[src/rtl/pinmux_pkg.sv]
// -----------------------------------------------------------------------------
// pinmux_pkg
// Definitions shared by the pinmux configuration controller and the pinmux:
//   - register indices (reg_addr[4:2]) of the configuration register bank
//   - implemented width of MULTI_FUNC and its bit-field offsets
//   - byte-enable merge helper used for every writable register
// -----------------------------------------------------------------------------
package pinmux_pkg;

  // Implemented bits of MULTI_FUNC; bits above this are reserved and read 0.
  localparam int unsigned MF_BITS = 17;

  // Register index as decoded from reg_addr[4:2].
  typedef logic [2:0] reg_idx_t;

  localparam reg_idx_t GPIO_DIR     = 3'd0;
  localparam reg_idx_t MULTI_FUNC   = 3'd1;
  localparam reg_idx_t GPIO_OUT     = 3'd2;
  localparam reg_idx_t GPIO_IN      = 3'd3;
  localparam reg_idx_t INTR_STAT    = 3'd4;
  localparam reg_idx_t INTR_MASK    = 3'd5;
  localparam reg_idx_t INTR_POSEDGE = 3'd6;
  localparam reg_idx_t INTR_NEGEDGE = 3'd7;

  // MULTI_FUNC field layout, shared with the pinmux.
  localparam int unsigned MF_PWM_LSB     = 0;
  localparam int unsigned MF_PWM_W       = 6;
  localparam int unsigned MF_INT_LSB     = 6;
  localparam int unsigned MF_INT_W       = 2;
  localparam int unsigned MF_UART_LSB    = 8;
  localparam int unsigned MF_UART_W      = 2;
  localparam int unsigned MF_SPIM_BIT    = 10;
  localparam int unsigned MF_SPIM_CS_LSB = 11;
  localparam int unsigned MF_SPIM_CS_W   = 4;
  localparam int unsigned MF_I2CM_BIT    = 15;
  localparam int unsigned MF_USB_BIT     = 16;

  // Replace only the bytes selected by be with the matching bytes of wdata.
  function automatic logic [31:0] be_merge(input logic [31:0] old_val,
                                           input logic [31:0] wdata,
                                           input logic [3:0]  be);
    logic [31:0] res;
    res = old_val;
    for (int i = 0; i < 4; i++) begin
      if (be[i]) res[8*i +: 8] = wdata[8*i +: 8];
    end
    return res;
  endfunction

endpackage

[src/rtl/pinmux_cfg_ctrl_gpio_intr_det.sv]
// -----------------------------------------------------------------------------
// gpio_intr_det
// Input side of the GPIO block: synchronises the pad inputs, detects enabled
// rising/falling edges, accumulates them in INTR_STAT (write-1-to-clear, set
// wins) and produces the registered combined interrupt.
// Ports:
//   clk, rst_n      clock, asynchronous active-low reset
//   pad_gpio_i      asynchronous pad data from the pinmux
//   posedge_en_i    INTR_POSEDGE register
//   negedge_en_i    INTR_NEGEDGE register
//   mask_i          INTR_MASK register
//   w1c_i           bits being cleared in INTR_STAT this cycle
//   gpio_in_s_o     synchronised pad data (GPIO_IN)
//   stat_o          INTR_STAT register
//   irq_o           |(INTR_STAT & INTR_MASK), registered
// -----------------------------------------------------------------------------
module gpio_intr_det
  import pinmux_pkg::*;
#(
  parameter int unsigned NBIT = 32
) (
  input  logic            clk,
  input  logic            rst_n,
  input  logic [NBIT-1:0] pad_gpio_i,
  input  logic [NBIT-1:0] posedge_en_i,
  input  logic [NBIT-1:0] negedge_en_i,
  input  logic [NBIT-1:0] mask_i,
  input  logic [NBIT-1:0] w1c_i,
  output logic [NBIT-1:0] gpio_in_s_o,
  output logic [NBIT-1:0] stat_o,
  output logic            irq_o
);

  logic [NBIT-1:0] sync1_q;
  logic [NBIT-1:0] sync2_q;
  logic [NBIT-1:0] prev_q;
  logic [NBIT-1:0] stat_q, stat_d;
  logic [1:0]      warm_q, warm_d;
  logic            irq_q;
  logic            armed;
  logic [NBIT-1:0] pos_evt, neg_evt;

  always_comb begin
    // NOTE: every always_comb output gets a default first, so no path can
    // leave it unassigned and infer a latch.
    warm_d  = warm_q;
    pos_evt = '0;
    neg_evt = '0;
    armed   = (warm_q == 2'd3);
    if (!armed) warm_d = warm_q + 2'd1;
    // Edges are ignored until the warm-up counter saturates, so pins that are
    // already high when reset is released do not look like rising edges.
    if (armed) begin
      pos_evt =  sync2_q & ~prev_q & posedge_en_i;
      neg_evt = ~sync2_q &  prev_q & negedge_en_i;
    end
    // New events override a clear of the same bit in the same cycle.
    stat_d = (stat_q & ~w1c_i) | pos_evt | neg_evt;
  end

  // NOTE: sequential state uses non-blocking assignments only, and the
  // synchroniser flops are reset too so GPIO_IN reads 0 straight after reset.
  always_ff @(posedge clk or negedge rst_n) begin
    if (!rst_n) begin
      sync1_q <= '0;
      sync2_q <= '0;
      prev_q  <= '0;
      warm_q  <= '0;
      stat_q  <= '0;
      irq_q   <= 1'b0;
    end else begin
      sync1_q <= pad_gpio_i;
      sync2_q <= sync1_q;
      prev_q  <= sync2_q;
      warm_q  <= warm_d;
      stat_q  <= stat_d;
      irq_q   <= |(stat_q & mask_i);
    end
  end

  assign gpio_in_s_o = sync2_q;
  assign stat_o      = stat_q;
  assign irq_o       = irq_q;

endmodule

[src/rtl/pinmux_cfg_ctrl.sv]
// -----------------------------------------------------------------------------
// pinmux_cfg_ctrl
// Register bank between the bus decoder and the pinmux. Owns the pinmux
// configuration (GPIO direction, multi-function select, GPIO output) and the
// GPIO interrupt registers; every access completes with a one-cycle reg_ack
// the cycle after it is accepted.
// Ports:
//   mclk, h_reset_n      clock, asynchronous active-low reset
//   reg_cs/wr/addr/be/wdata   bus request (held until reg_ack)
//   reg_rdata, reg_ack   registered response; rdata is 0 when ack is 0
//   cfg_gpio_dir_sel     GPIO_DIR to pinmux
//   cfg_multi_func_sel   MULTI_FUNC to pinmux (reserved bits 0)
//   pad_gpio_out         GPIO_OUT to pinmux
//   pad_gpio_in          asynchronous pad data from pinmux
//   gpio_irq             combined level interrupt
// -----------------------------------------------------------------------------
module pinmux_cfg_ctrl
  import pinmux_pkg::*;
#(
  parameter int unsigned NBIT    = 32,
  parameter int unsigned MF_BITS = pinmux_pkg::MF_BITS
) (
  input  logic            mclk,
  input  logic            h_reset_n,
  input  logic            reg_cs,
  input  logic            reg_wr,
  input  logic [4:0]      reg_addr,
  input  logic [3:0]      reg_be,
  input  logic [31:0]     reg_wdata,
  output logic [31:0]     reg_rdata,
  output logic            reg_ack,
  output logic [NBIT-1:0] cfg_gpio_dir_sel,
  output logic [31:0]     cfg_multi_func_sel,
  output logic [NBIT-1:0] pad_gpio_out,
  input  logic [NBIT-1:0] pad_gpio_in,
  output logic            gpio_irq
);

  logic [NBIT-1:0]    dir_q,  dir_d;
  logic [MF_BITS-1:0] mf_q,   mf_d;
  logic [NBIT-1:0]    out_q,  out_d;
  logic [NBIT-1:0]    mask_q, mask_d;
  logic [NBIT-1:0]    pose_q, pose_d;
  logic [NBIT-1:0]    nege_q, nege_d;
  logic [NBIT-1:0]    w1c;
  logic [NBIT-1:0]    gpio_in_s;
  logic [NBIT-1:0]    stat;
  logic               ack_q, ack_d;
  logic [31:0]        rdata_q, rdata_d;
  logic [31:0]        rd_mux;
  logic               accept;
  logic               wr_en;
  reg_idx_t           idx;
  logic               unused_addr;

  assign idx         = reg_addr[4:2];
  assign unused_addr = ^reg_addr[1:0];
  // A held request is taken once; the ack cycle itself never accepts, which
  // makes back-to-back requests complete every other cycle.
  assign accept      = reg_cs & ~ack_q;
  assign wr_en       = accept & reg_wr;

  always_comb begin
    dir_d  = dir_q;
    mf_d   = mf_q;
    out_d  = out_q;
    mask_d = mask_q;
    pose_d = pose_q;
    nege_d = nege_q;
    w1c    = '0;
    if (wr_en) begin
      case (idx)
        GPIO_DIR:     dir_d  = NBIT'(be_merge(32'(dir_q), reg_wdata, reg_be));
        MULTI_FUNC:   mf_d   = MF_BITS'(be_merge(32'(mf_q), reg_wdata, reg_be));
        GPIO_OUT:     out_d  = NBIT'(be_merge(32'(out_q), reg_wdata, reg_be));
        INTR_STAT:    w1c    = NBIT'(be_merge('0, reg_wdata, reg_be));
        INTR_MASK:    mask_d = NBIT'(be_merge(32'(mask_q), reg_wdata, reg_be));
        INTR_POSEDGE: pose_d = NBIT'(be_merge(32'(pose_q), reg_wdata, reg_be));
        INTR_NEGEDGE: nege_d = NBIT'(be_merge(32'(nege_q), reg_wdata, reg_be));
        default:      ; // GPIO_IN is read-only; the write still acks
      endcase
    end
  end

  always_comb begin
    rd_mux = '0;
    case (idx)
      GPIO_DIR:     rd_mux = 32'(dir_q);
      MULTI_FUNC:   rd_mux = 32'(mf_q);
      GPIO_OUT:     rd_mux = 32'(out_q);
      GPIO_IN:      rd_mux = 32'(gpio_in_s);
      INTR_STAT:    rd_mux = 32'(stat);
      INTR_MASK:    rd_mux = 32'(mask_q);
      INTR_POSEDGE: rd_mux = 32'(pose_q);
      INTR_NEGEDGE: rd_mux = 32'(nege_q);
      default:      rd_mux = '0;
    endcase
    ack_d   = accept;
    rdata_d = (accept && !reg_wr) ? rd_mux : '0;
  end

  always_ff @(posedge mclk or negedge h_reset_n) begin
    if (!h_reset_n) begin
      dir_q   <= '0;
      mf_q    <= '0;
      out_q   <= '0;
      mask_q  <= '0;
      pose_q  <= '0;
      nege_q  <= '0;
      ack_q   <= 1'b0;
      rdata_q <= '0;
    end else begin
      dir_q   <= dir_d;
      mf_q    <= mf_d;
      out_q   <= out_d;
      mask_q  <= mask_d;
      pose_q  <= pose_d;
      nege_q  <= nege_d;
      ack_q   <= ack_d;
      rdata_q <= rdata_d;
    end
  end

  gpio_intr_det #(
    .NBIT (NBIT)
  ) u_intr_det (
    .clk          (mclk),
    .rst_n        (h_reset_n),
    .pad_gpio_i   (pad_gpio_in),
    .posedge_en_i (pose_q),
    .negedge_en_i (nege_q),
    .mask_i       (mask_q),
    .w1c_i        (w1c),
    .gpio_in_s_o  (gpio_in_s),
    .stat_o       (stat),
    .irq_o        (gpio_irq)
  );

  assign reg_ack            = ack_q;
  assign reg_rdata          = rdata_q;
  assign cfg_gpio_dir_sel   = dir_q;
  assign cfg_multi_func_sel = 32'(mf_q);
  assign pad_gpio_out       = out_q;

endmodule

[config.mk]
export PLATFORM = sky130hd
export DESIGN_NAME = pinmux_cfg_ctrl
export DESIGN_NICKNAME = d
export VERILOG_FILES = /design/src/rtl/pinmux_pkg.sv /design/src/rtl/pinmux_cfg_ctrl_gpio_intr_det.sv /design/src/rtl/pinmux_cfg_ctrl.sv
export SDC_FILE = /design/constraint.sdc
export NUM_CORES = 1
export LEC_CHECK = 0
export CAP_MARGIN = 20
export CORE_ASPECT_RATIO = 0.9
export CORE_MARGIN = 2
export CORE_UTILIZATION = 55
export DETAILED_ROUTE_END_ITERATION = 7
export DONT_BUFFER_PORTS = 1
export PLACE_DENSITY = 0.73
export SYNTH_ARGS = -nofsm -noshare
export SYNTH_HDL_FRONTEND = slang
export SYNTH_SLANG_ARGS = --single-unit
export TNS_END_PERCENT = 30
[constraint.sdc]
create_clock -name mclk -period 1.65 [get_ports mclk]
set_input_delay 0.33 -clock mclk [delete_from_list [all_inputs] [get_ports mclk]]
set_output_delay 0.33 -clock mclk [all_outputs]
set_load 0.02 [all_outputs]
# [After elaboration in Yosys (flattened, before gate mapping)]
# Cells that the tools add are included.
[word_totals] regBits=341 inputBits=77
[classes] bitwise=14 addsub=1 eq_ne=8 muxes=10 n_reduce_logical=27
[op_table] op="$pmux W32 S8" n=1
[op_table] op="$and A32 B32 Y32" n=6
[op_table] op="$mux W32" n=5
[op_table] op="$not A32 Y32" n=3
[op_table] op="$reduce_and A3 Y1" n=23
[op_table] op="$or A32 B32 Y32" n=2
[op_table] op="$mux W8" n=4
[op_table] op="$reduce_or A32 Y1" n=1
[op_table] op="$eq A3 B3 Y1 const B" n=4
[op_table] op="$eq A3 B2 Y1 const B" n=2
[op_table] op="$eq A3 B1 Y1 const B" n=1
[op_table] op="$logic_not A3 Y1" n=1
[op_table] op="$add A2 B1 Y2 const B" n=1
[op_table] op="$and A1 B1 Y1" n=2
[op_table] op="$eq A2 B2 Y1 const B" n=1
[op_table] op="$logic_and A1 B1 Y1" n=1
[op_table] op="$logic_not A1 Y1" n=1
[op_table] op="$not A1 Y1" n=1

# [Logic depth before layout (Yosys ltp)]
[logic_depth] depth_word=8 mapped_depth=7

# [Hierarchy]
# A second synthesis with hierarchy kept.
[hier_totals] cells_unflattened=1125 hier_area_um2=14421.3
[modules_own_cells] mod="pinmux_cfg_ctrl" seq_area_each_um2=5255.0 n_inst=1 area_per_inst_um2=10005.8 cells_each=806
[modules_own_cells] mod="gpio_intr_det" seq_area_each_um2=3278.1 n_inst=1 area_per_inst_um2=4415.5 cells_each=319

# [Worst setup path after synthesis]
# OpenSTA, ideal clock, no wires.
[synth_path] kind="reg-to-reg" startpoint="register ack_q, in the netlist reg_ack" endpoint="register out_q[0], in the netlist pad_gpio_out[0]" slack_ps=-23 t_arrival_ps=1549 setup_ps=125 path_stages_with_launch=4 path_cell_list="dfrtp_1 nand4b_4 nor3_4 mux2_2"
[synth_via] elab_chain_cells=4
[synth_lines] item="start: declaration" line="pinmux_cfg_ctrl.sv:48" rtl="logic ack_q, ack_d;"
[synth_lines] item="start signal: assignment" line="pinmux_cfg_ctrl.sv:119" rtl="ack_q <= ack_d;"
[synth_lines] item="$not A1 Y1" line="pinmux_cfg_ctrl.sv:60" rtl="assign accept = reg_cs & ~ack_q;"
[synth_lines] item="$and A1 B1 Y1" line="pinmux_cfg_ctrl.sv:60"
[synth_lines] item="$and A1 B1 Y1" line="pinmux_cfg_ctrl.sv:61" rtl="assign wr_en = accept & reg_wr;"
[synth_lines] item="$reduce_and A3 Y1 (no line)"
[synth_lines] item="end signal: assignment" line="pinmux_cfg_ctrl.sv:115" rtl="out_q <= out_d;"
[synth_lines] item="end: declaration" line="pinmux_cfg_ctrl.sv:41" rtl="logic [NBIT-1:0] out_q, out_d;"
# Every way passes these cells.
# A chain may end at the register's enable or synchronous reset.

# [Worst setup path after layout]
[layout_path] startpoint="register ack_q, in the netlist reg_ack" endpoint="register dir_q[16], in the netlist cfg_gpio_dir_sel[16]"
[layout_via] elab_chain_cells=4
[layout_lines] item="$not A1 Y1" line="pinmux_cfg_ctrl.sv:60"
[layout_lines] item="$and A1 B1 Y1" line="pinmux_cfg_ctrl.sv:60"
[layout_lines] item="$and A1 B1 Y1" line="pinmux_cfg_ctrl.sv:61"
[layout_lines] item="$reduce_and A3 Y1 (no line)"
[layout_lines] item="end signal: assignment" line="pinmux_cfg_ctrl.sv:113" rtl="dir_q <= dir_d;"
[layout_lines] item="end: declaration" line="pinmux_cfg_ctrl.sv:39" rtl="logic [NBIT-1:0] dir_q, dir_d;"
# Every way passes these cells.

==> impl_metrics.yaml <==
run_status:
  status: "complete, but fails checks"
  violations: "hold timing, setup timing"
synth:
  yosysTopAreaCell: "dfrtp_1"
  synthFlopType: "dfrtp_1"
  async_flop_share_pct: 100.0
  synth_top_area_share_pct: 59.72
  synth_seq_cells: 341
  yosysSeqAreaShare_pct: 59.72
  synthesis.area_mm2: 0.01429
  synth.distinct_cells: 44
  syn_inst: 1088
  synth_edf_count: 0
  yosysWarnings: 0
  avgSynthCellArea_um2: 13.13
  synth_top_cells_by_area: "dfrtp_1 (60%), mux2_2 (14%), a22o_1 (2.7%)"
grt:
  grt_overflow: 0
  grt_use_total_pct: 28.49
  grt_pass1_wl_um: 59630
  grt_pass1_vias: 10044
  antenna_found_initial: 2
  grt_max_degree: 342
placed_design:
  portBuffers: 0
  place.gp.congestion: 0.8473
  hpwl_um: 24420
clock_network:
  cts.sinks: 341
  ctsHoldBuffers: 66
  cts_buffer_depth: 3
  cts_buffers: 35
  cts_root_buffer: "clkbuf_16"
  clk_latency_ns: 0.51
  clkTransAtPathRegs_ns: 0.06
  h-tree-depth: 2
  cts_tree: "done"
die:
  die_area_mm2: 0.02729
  die_w_um: 173.9
  ios: 207
  std_cell_rows: 55
  initial_core_util_pct: 56.42
  dieHeight_um: 156.9
  core_area_mm2: 0.02532
pwr:
  p_per_area_mw_per_mm2: 1216
  peakVddDrop_mv: 0.9192
  p_leak_nw: 7.667
  finalPower_mw: 21.08
timing:
  hold_violations: 341
  holdWs_ns: -0.4803
  fin_ws_ns: -0.03041
  slew_headroom_pct: 48.62
  post-route-min-period_ns: 1.680
  timing.fmax_mhz: 595.1
  slew_viol_final: 0
  tns_ns: -0.4302
  finalSetupViolCount: 25
  rsz0062_at_grt: "yes"
  clock_skew_ns: 0.01056
  worst_pin_slew_ns: 0.7678
  finalCritPeriodShare_pct: 101.8
drt:
  drt_first_pass_iters: 6
  vias_per_cell: 6.212
  drc: 0
  drtIter0Drc: 1084
  wl_per_cell_um: 24.30
  vias: 9852
  ant_nets: 0
  drt-total-wl_um: 38540
worst_setup_path:
  regToRegSetupSlack_ns: -0.03
  reg2regPathDepth: 5
  required_ns: 2.04
  worstPathMaxFanout: 8
  regToRegEndpoint: "cfg_gpio_dir_sel[16]$_DFFE_PN0P_"
  slowest_stage: "dfrtp_2"
  end_kind: "flip-flop"
  crit_family: "flip-flops"
  reg2reg_from: "reg_ack$_DFF_PN0_"
  crit_type: "flip-flop to flip-flop"
  critPathMaxStageDelay_ns: 0.44
  start_kind: "flip-flop"
  cp_cell_sequence: "nand4b_4 > buf_4 > nor2_4 > buf_12 > mux2_2"
  path_buf_inv: 2
  crit_arrival_ns: 2.07
cells_and_area:
  layout.nets: 1296
  layout_commonest_cell: "dfrtp_1"
  layout_common_cells: "dfrtp_1 (340), mux2_2 (141), nand2_1 (70), dlygate4sd3_1 (66), o21ai_0 (64)"
  register_area_mm2: 0.008534
  fin_util_pct: 68.44
  syn_to_final_growth_pct: 21.30
  multi_input_area_mm2: 0.005639
  drive_above_1_share_pct: 28.72
  n_fill_cell: 1813
flow_run:
  max_cap_violations: 0
hold_path:
  hold_class: "input pin to asynchronous set/reset pin"
repair_timing:
action / CTS / global route
gates cloned: 0 / 0
buffers inserted: 2 / 5
pin swaps: 0 / 6
resized for setup: 10 / 46
endpoints found under the hold margin: 576 / 341
setup endpoints to repair: 40 / 136
worst register-to-register path: cells and delay by family (launching register included):
| family | cells | cell delay (ns) |
|---|---|---|
| mux | 1 | 0.35 |
| simple gates | 2 | 0.42 |
| buf+inv | 2 | 0.37 |
| flops | 1 | 0.44 |
metal layers:
layer	track usage (%)	routed length [um]	up-vias
met5	0	13	-
met4	7.523	769	2
met3	7.053	3278	71
met2	46.16	18420	427
met1	38.94	16060	5119
li1	-	-	4233
power by group:
group	internal [mW]	switching [mW]
logic	1.39	0.902
registers	9.42	1.54
clock network	4.65	3.17
worst max-delay path by stage:
stage / from / end / slack (ns) / cells after the start
detailed placement: mask_q[20]$_DFFE_PN0P_ / u_intr_det.irq_o$_DFF_PN0_ / -0.05 / 4
CTS: reg_ack$_DFF_PN0_ / pose_q[22]$_DFFE_PN0P_ / -0.04 / 4
global route: reg_ack$_DFF_PN0_ / cfg_gpio_dir_sel[16]$_DFFE_PN0P_ / -0.08 / 5
floorplan: reg_ack$_DFF_PN0_ / pad_gpio_out[10]$_DFFE_PN0P_ / -0.02 / 3
global placement: mask_q[20]$_DFFE_PN0P_ / u_intr_det.irq_o$_DFF_PN0_ / -0.04 / 4
finish: reg_ack$_DFF_PN0_ / cfg_gpio_dir_sel[16]$_DFFE_PN0P_ / -0.03 / 5
synthesized netlist by cell type (23+ instances only):
library cell	n
nor2_1	40
nand2_1	70
o21ai_0	64
mux2_2	183
nand3b_1	33
buf_2	25
a22o_1	44
mux2i_1	23
dfrtp_1	341
nor2b_1	26
a21oi_1	31
a22oi_1	37
flip-flops by register name (all words and copies together), names as in the netlist:
signal / count
cfg_gpio_dir_sel: 32
mask_q: 32
nege_q: 32
pad_gpio_out: 32
pose_q: 32
reg_rdata: 32
u_intr_det.gpio_in_s_o: 32
u_intr_det.prev_q: 32
u_intr_det.stat_o: 32
u_intr_det.sync1_q: 32
mf_q: 17
u_intr_det.warm_q: 2
reg_ack: 1
u_intr_det.irq_o: 1
layout make-up:
cell class	instances	share of cell area (%)
clock buffers	51	6.165
repair buffers	141	8.944
clock inverters	11	0.4620
inverters	8	0.1732
well taps	342	2.469
multi-input cells	691	32.53
diodes	1	0.01444
flip-flops and latches	341	49.24
per-stage QoR:
| stage | std cells | instance area, um^2 | setup WS, ns |
|---|---|---|---|
| after floorplan | 1102 | 14360 | -0.02082 |
| after global placement | 1450 | 15250 | -0.04247 |
| after detailed placement | 1450 | 15250 | -0.05045 |
| after CTS | 1580 | 17110 | -0.03508 |
| after global routing | 1586 | 17330 | -0.08052 |
| final | 1586 | 17330 | -0.03041 |
cell families (layout without fill, tap and decap cells):
family | after synthesis | in the layout | share of synthesized area, %
flops | 341 | 341 | 59.72
compound gates | 234 | 234 | 11.37
simple gates | 229 | 229 | 9.799
mux | 211 | 211 | 16.43
buf+inv | 70 | 211 | 2.504
fa+ha+maj | 1 | 1 | 0.08755
other cells | 1 | 16 | 0.02624
xor+xnor | 1 | 1 | 0.06131
No activity file was read; power rests on OpenSTA's default activity.
